**src/rtl/router_psum_load.sv**
```systemverilog
// router_psum_load: fetches X_dim consecutive partial sums from the GLB,
// packs them into one lane vector (lane 0 in the LSBs) and hands the vector
// to the PE psum scratchpads with a one-cycle load strobe.
module router_psum_load #(
  parameter int DATA_BITWIDTH     = 16,
  parameter int ADDR_BITWIDTH_GLB = 10,
  parameter int X_dim             = 5,
  parameter int NUM_ITER          = 8,
  parameter int PSUM_READ_ADDR    = 0
) (
  input  logic                             clk,
  input  logic                             reset,
  input  logic                             read_psum_ctrl,
  output logic [ADDR_BITWIDTH_GLB-1:0]     r_addr_glb_psum,
  output logic                             read_en_glb_psum,
  input  logic [DATA_BITWIDTH-1:0]         r_data_glb_psum,
  output logic [DATA_BITWIDTH*X_dim-1:0]   w_data_spad_psum,
  output logic                             load_en_spad_psum,
  output logic                             busy
);

  localparam int CNT_W  = $clog2(X_dim);
  localparam int ITER_W = (NUM_ITER > 1) ? $clog2(NUM_ITER) : 1;
  localparam int VEC_W  = DATA_BITWIDTH * X_dim;

  typedef enum logic [1:0] {
    IDLE      = 2'd0,
    READ_GLB  = 2'd1,
    WAIT_DATA = 2'd2,
    LOAD_SPAD = 2'd3
  } state_e;

  state_e                       state_q, state_d;
  logic [ADDR_BITWIDTH_GLB-1:0] addr_q, addr_d;
  logic                         read_en_q, read_en_d;
  logic                         load_en_q, load_en_d;
  logic                         busy_q, busy_d;
  logic [ITER_W-1:0]            iter_q, iter_d;
  logic [CNT_W-1:0]             issue_cnt_q, issue_cnt_d;
  logic [CNT_W-1:0]             cap_cnt_q, cap_cnt_d;
  logic                         rd_en_dly_q, rd_en_dly_d;
  logic [VEC_W-1:0]             wdata_q, wdata_d;

  logic [ADDR_BITWIDTH_GLB-1:0] vec_base_s;
  logic                         start_s;

  // Base address of the current vector; the product is formed at 32 bits and
  // truncated so the GLB address wraps modulo 2^ADDR_BITWIDTH_GLB.
  always_comb begin
    vec_base_s = ADDR_BITWIDTH_GLB'(32'(PSUM_READ_ADDR) + (32'(iter_q) * 32'(X_dim)));
    start_s    = (state_q == IDLE) && read_psum_ctrl;
  end

  // Sequencer next-state: issue X_dim reads, wait one cycle for the last word,
  // then strobe the load and advance the vector index.
  always_comb begin
    state_d     = state_q;
    addr_d      = addr_q;
    read_en_d   = read_en_q;
    load_en_d   = 1'b0;
    iter_d      = iter_q;
    issue_cnt_d = issue_cnt_q;
    case (state_q)
      IDLE: begin
        if (read_psum_ctrl) begin
          state_d     = READ_GLB;
          addr_d      = vec_base_s;
          read_en_d   = 1'b1;
          issue_cnt_d = {CNT_W{1'b0}};
        end else begin
          read_en_d   = 1'b0;
        end
      end
      READ_GLB: begin
        if (issue_cnt_q == CNT_W'(X_dim - 1)) begin
          state_d     = WAIT_DATA;
          read_en_d   = 1'b0;
        end else begin
          issue_cnt_d = issue_cnt_q + CNT_W'(1);
          addr_d      = addr_q + ADDR_BITWIDTH_GLB'(1);
          read_en_d   = 1'b1;
        end
      end
      WAIT_DATA: begin
        state_d   = LOAD_SPAD;
        read_en_d = 1'b0;
        load_en_d = 1'b1;
      end
      LOAD_SPAD: begin
        state_d   = IDLE;
        read_en_d = 1'b0;
        if (iter_q == ITER_W'(NUM_ITER - 1)) begin
          iter_d = {ITER_W{1'b0}};
        end else begin
          iter_d = iter_q + ITER_W'(1);
        end
      end
      default: begin
        state_d   = IDLE;
        read_en_d = 1'b0;
      end
    endcase
    busy_d = (state_d != IDLE);
  end

  // Capture path: GLB data arrives one cycle after the read enable, so a
  // delayed enable steers each returning word into the next lane in order.
  always_comb begin
    rd_en_dly_d = read_en_q;
    wdata_d     = wdata_q;
    if (start_s) begin
      cap_cnt_d = {CNT_W{1'b0}};
    end else if (rd_en_dly_q) begin
      for (int j = 0; j < X_dim; j++) begin
        wdata_d[j*DATA_BITWIDTH +: DATA_BITWIDTH] =
          (cap_cnt_q == CNT_W'(j)) ? r_data_glb_psum
                                   : wdata_q[j*DATA_BITWIDTH +: DATA_BITWIDTH];
      end
      cap_cnt_d = cap_cnt_q + CNT_W'(1);
    end else begin
      cap_cnt_d = cap_cnt_q;
    end
  end

  // State and output registers; a synchronous reset aborts any transfer.
  always_ff @(posedge clk) begin
    if (reset) begin
      state_q     <= IDLE;
      addr_q      <= ADDR_BITWIDTH_GLB'(PSUM_READ_ADDR);
      read_en_q   <= 1'b0;
      load_en_q   <= 1'b0;
      busy_q      <= 1'b0;
      iter_q      <= {ITER_W{1'b0}};
      issue_cnt_q <= {CNT_W{1'b0}};
      cap_cnt_q   <= {CNT_W{1'b0}};
      rd_en_dly_q <= 1'b0;
      wdata_q     <= {VEC_W{1'b0}};
    end else begin
      state_q     <= state_d;
      addr_q      <= addr_d;
      read_en_q   <= read_en_d;
      load_en_q   <= load_en_d;
      busy_q      <= busy_d;
      iter_q      <= iter_d;
      issue_cnt_q <= issue_cnt_d;
      cap_cnt_q   <= cap_cnt_d;
      rd_en_dly_q <= rd_en_dly_d;
      wdata_q     <= wdata_d;
    end
  end

  assign r_addr_glb_psum   = addr_q;
  assign read_en_glb_psum  = read_en_q;
  assign w_data_spad_psum  = wdata_q;
  assign load_en_spad_psum = load_en_q;
  assign busy              = busy_q;

endmodule

```
**config.mk**
```make
export PLATFORM = sky130hd
export DESIGN_NAME = router_psum_load
export DESIGN_NICKNAME = d
export VERILOG_FILES = /design/src/rtl/router_psum_load.sv
export SDC_FILE = /design/constraint.sdc
export NUM_CORES = 1
export LEC_CHECK = 0
export ABC_CLOCK_PERIOD_IN_PS = 2200
export BUFFER_PORTS_ARGS = -buffer_cell sky130_fd_sc_hd__buf_4
export CORE_MARGIN = 2
export CORE_UTILIZATION = 52
export DETAILED_ROUTE_END_ITERATION = 8
export GPL_TIMING_DRIVEN = 0
export PLACE_DENSITY = 0.79
export SLEW_MARGIN = 20
export SYNTH_ARGS = -nofsm -noshare
export SYNTH_HDL_FRONTEND = slang
export SYNTH_SLANG_ARGS = --single-unit
```
**constraint.sdc**
```tcl
create_clock -name clk -period 2.2 [get_ports clk]
set_input_delay 0.33 -clock clk [delete_from_list [all_inputs] [get_ports clk]]
set_output_delay 0.33 -clock clk [all_outputs]
set_load 0.01 [all_outputs]
```
==> results by group <==
Timing
  • Fmax: slightly below 500 MHz
  • Final period utilization: approximately 93%
  • Final setup TNS: 0 ns
  • Max-slew headroom: between 30% and 40%
  • Setup-violating endpoint count in the final report: 0
  • Slew @ Worst Pin: about 0.96 ns
  • Min Tclk post-route: 2.042 ns
  • Final Hold Viols: 0
  • Skew final: 0.01296 ns
  • Fin. max-slew vios: 0
  • RSZ-0062 raised after global routing: no

Min path
  • Worst Hold Class: in2reg

Synth
  • Net Count, Synth: roughly 520
  • Asr flop ratio synth: 0%
  • Top cells by count, synth: nand2_1, dfxtp_1, a21oi_1, nor2_1, mux2i_1
  • Area leader, netlist: dfxtp_1
  • Yosys warnings: 0
  • Seq/Total Area, Yosys: ~52%
  • Average size of a mapped cell: 8.448 sq um
  • Post-synthesis cell count: approximately 480
  • Ys flop type: dfxtp_1
  • Most frequent cell after synthesis: nand2_1
  • Netlist cell types: 39
  • Mapped Area: approximately 0.0041 sq mm
  • Post-synth EDFFs: 0
  • Yosys top cell area share: around 52%
  • Main area contributors after synthesis: dfxtp_1, nand2_1, a21oi_1, mux2i_1, ha_1
  • Seq cells post-synth: between 100 and 150

Global route
  • Total gr overflow: 0
  • Initial antenna violation count: 0
  • Largest net degree at the start of global routing: 21
  • First-pass GRT wire length: between 15 and 20 mm
  • Vias in the first global route: about 3600
  • GRT Util Overall: between 20% and 30%

Place
  • DP Cell Count: ~700
  • DP Area: roughly 0.005 sq mm
  • Post-DP HPWL: a little under 8 mm
  • Gpl congestion: approximately 0.87
  • Port Buf Inserts: 110

Worst setup path
  • Critical Path End Type: flop
  • Cell breakdown of the critical path: inv_1, ha_1, nand2_1, nor3_1, buf_2, nand2_1, a21oi_1
  • Setup crit start kind: flop
  • WP data arrival: approximately 2.3 ns
  • Req. time, crit path: ~2.5 ns
  • CP Class: reg2reg
  • Most frequent CP cell: nand2_1
  • CP max FO: 10
  • CP max stage delay: around 0.74 ns
  • Max stage delay cell, worst path: nor3_1

Final layout
  • N_diodes: 0
  • Final instance area: ~0.0053 sq mm
  • Share of layout cells above drive strength 1: 24.14%
  • Multi-input logic area: between 0.0015 and 0.002 sq mm
  • Syn-to-layout area delta: 28.86%
  • Register Area: about 0.0021 sq mm
  • Final Non-Filler Cells: about 710
  • Fillcell total: between 600 and 700
  • Final nets: between 600 and 700

CTS
  • Clock latency on the worst-skew pair: between 0.3 and 0.4 ns
  • Hold_buf cts: 0
  • Reg clk slew, reported paths: approximately 0.11 ns
  • Root buf cell: clkbuf_8
  • Setup bufs post-CTS: 0
  • H-tree depth: 3
  • Bufs on Longest Clock Path: 2
  • Post-cts gate resize count: 0
  • CTS Buf Count: 9
  • CTS tree: yes
  • # clock sinks: 105

Die
  • Initial Utilization: between 50% and 60%
  • Die X: 92.58 microns
  • Num rows: 32
  • Total die area: about 0.0086 sq mm
  • Die height: 92.58 microns
  • Core area: around 0.0076 sq mm
  • IO Count: around 110

Routing
  • Post-route ant nets: 0
  • Avg WL per Cell: approximately 15 microns
  • Via density: approximately 5.3
  • Highest Signal Layer: met4
  • Number of remaining DRC errors: 0
  • Pre-Repair DR Iteration Count: 4
  • Wire length on met1: about 4.6 mm
  • DR WL met2: roughly 5.3 mm
  • WL final: between 10 and 15 mm
  • First DRT Iteration DRCs: about 140
  • Total number of vias: around 3700
  • WL met3: ~570 microns

Run
  • Max_cap viols: 0

Power and ir drop
  • PwrDens: 660.7 mW/mm^2
  • Lkg Pwr: between 2 and 2.5 nW
  • Worst vdd ir: about 0.44 mV

Run status
  • Status: finished, final reports clean
[sequential cells by signal, indices dropped and copies added, names as in the netlist]
name,count
w_data_spad_psum,80
r_addr_glb_psum,10
cap_cnt_q,3
issue_cnt_q,3
iter_q,3
state_q,2
busy,1
load_en_spad_psum,1
rd_en_dly_q,1
read_en_glb_psum,1
[kinds of logic after synthesis]
| family | after synthesis | synth area share, % |
|---|---|---|
| compound gates | 93 | 12.11 |
| xor+xnor | 3 | 0.6441 |
| fa+ha+maj | 13 | 3.987 |
| buf+inv | 35 | 4.324 |
| flops | 105 | 51.52 |
| mux | 18 | 4.416 |
| simple gates | 216 | 23.00 |
[worst max-delay path, delay by kind of cell, from the launching register on]
family	cells	cell delay, ns
simple gates	3	0.88
buf+inv	2	0.46
flops	1	0.35
compound gates	1	0.16
fa+ha+maj	1	0.14
[per-stage QoR]
stage	utilization, %	hold WS (ns)	worst slack [ns]	total power [mW]
after detailed placement	65.82	0.4472	0.1038	2.230
final	68.75	0.2232	0.1579	3.474
after global placement	65.82	0.4429	0.1883	2.224
after floorplan	-	0.4486	0.6339	2.112
after global routing	68.75	0.2227	0.009892	3.584
after CTS	68.75	0.2241	0.1390	3.485
[metal layers]
metal | GRT usage (%) | vias up
met5 | 0 | -
met3 | 3.987 | 20
met4 | 8.955 | 0
li1 | - | 1849
met2 | 43.92 | 109
met1 | 31.69 | 1765
[path summary, 6_finish.rpt]
kind,start,end,slack [ns],cells after the start
min,r_data_glb_psum[11],w_data_spad_psum[43],0.22,3
max reg2reg,cap_cnt_q[1],w_data_spad_psum[24],0.16,7
max,cap_cnt_q[1],w_data_spad_psum[24],0.16,7
min reg2reg,w_data_spad_psum[56],w_data_spad_psum[56],0.46,2
[power by group]
group          internal (mW)  switching, mW
clock                  0.563          0.723
combinational         0.0960          0.146
sequential              1.93         0.0201
total                   2.59          0.889
[cell usage in the layout, fill, tap and decap left out, drive strengths merged, types with 3 or more instances in the layout]
cell type | Yosys | routed
clkinv | 0 | 3
or3 | 5 | 5
nor3 | 7 | 7
nand3 | 16 | 16
o21ai | 5 | 5
nand2b | 3 | 3
and2 | 3 | 3
nor2 | 29 | 29
clkbuf | 12 | 21
nand2 | 141 | 141
mux2i | 18 | 18
inv | 5 | 8
dfxtp | 105 | 105
a21oi | 78 | 78
buf | 18 | 128
ha | 13 | 13
[final cells by class]
type                    instances  share of cell area [%]
plain buffers                  30                   2.999
clock buffers                   9                   2.356
clock inverters                 7                   1.904
inverters                       5                  0.3570
multi-input cells             343                   34.27
flip-flops and latches        105                   39.98
well taps                     102                   2.427
repair buffers                110                   15.71
Note: power is estimated with default switching activity, not from simulation.
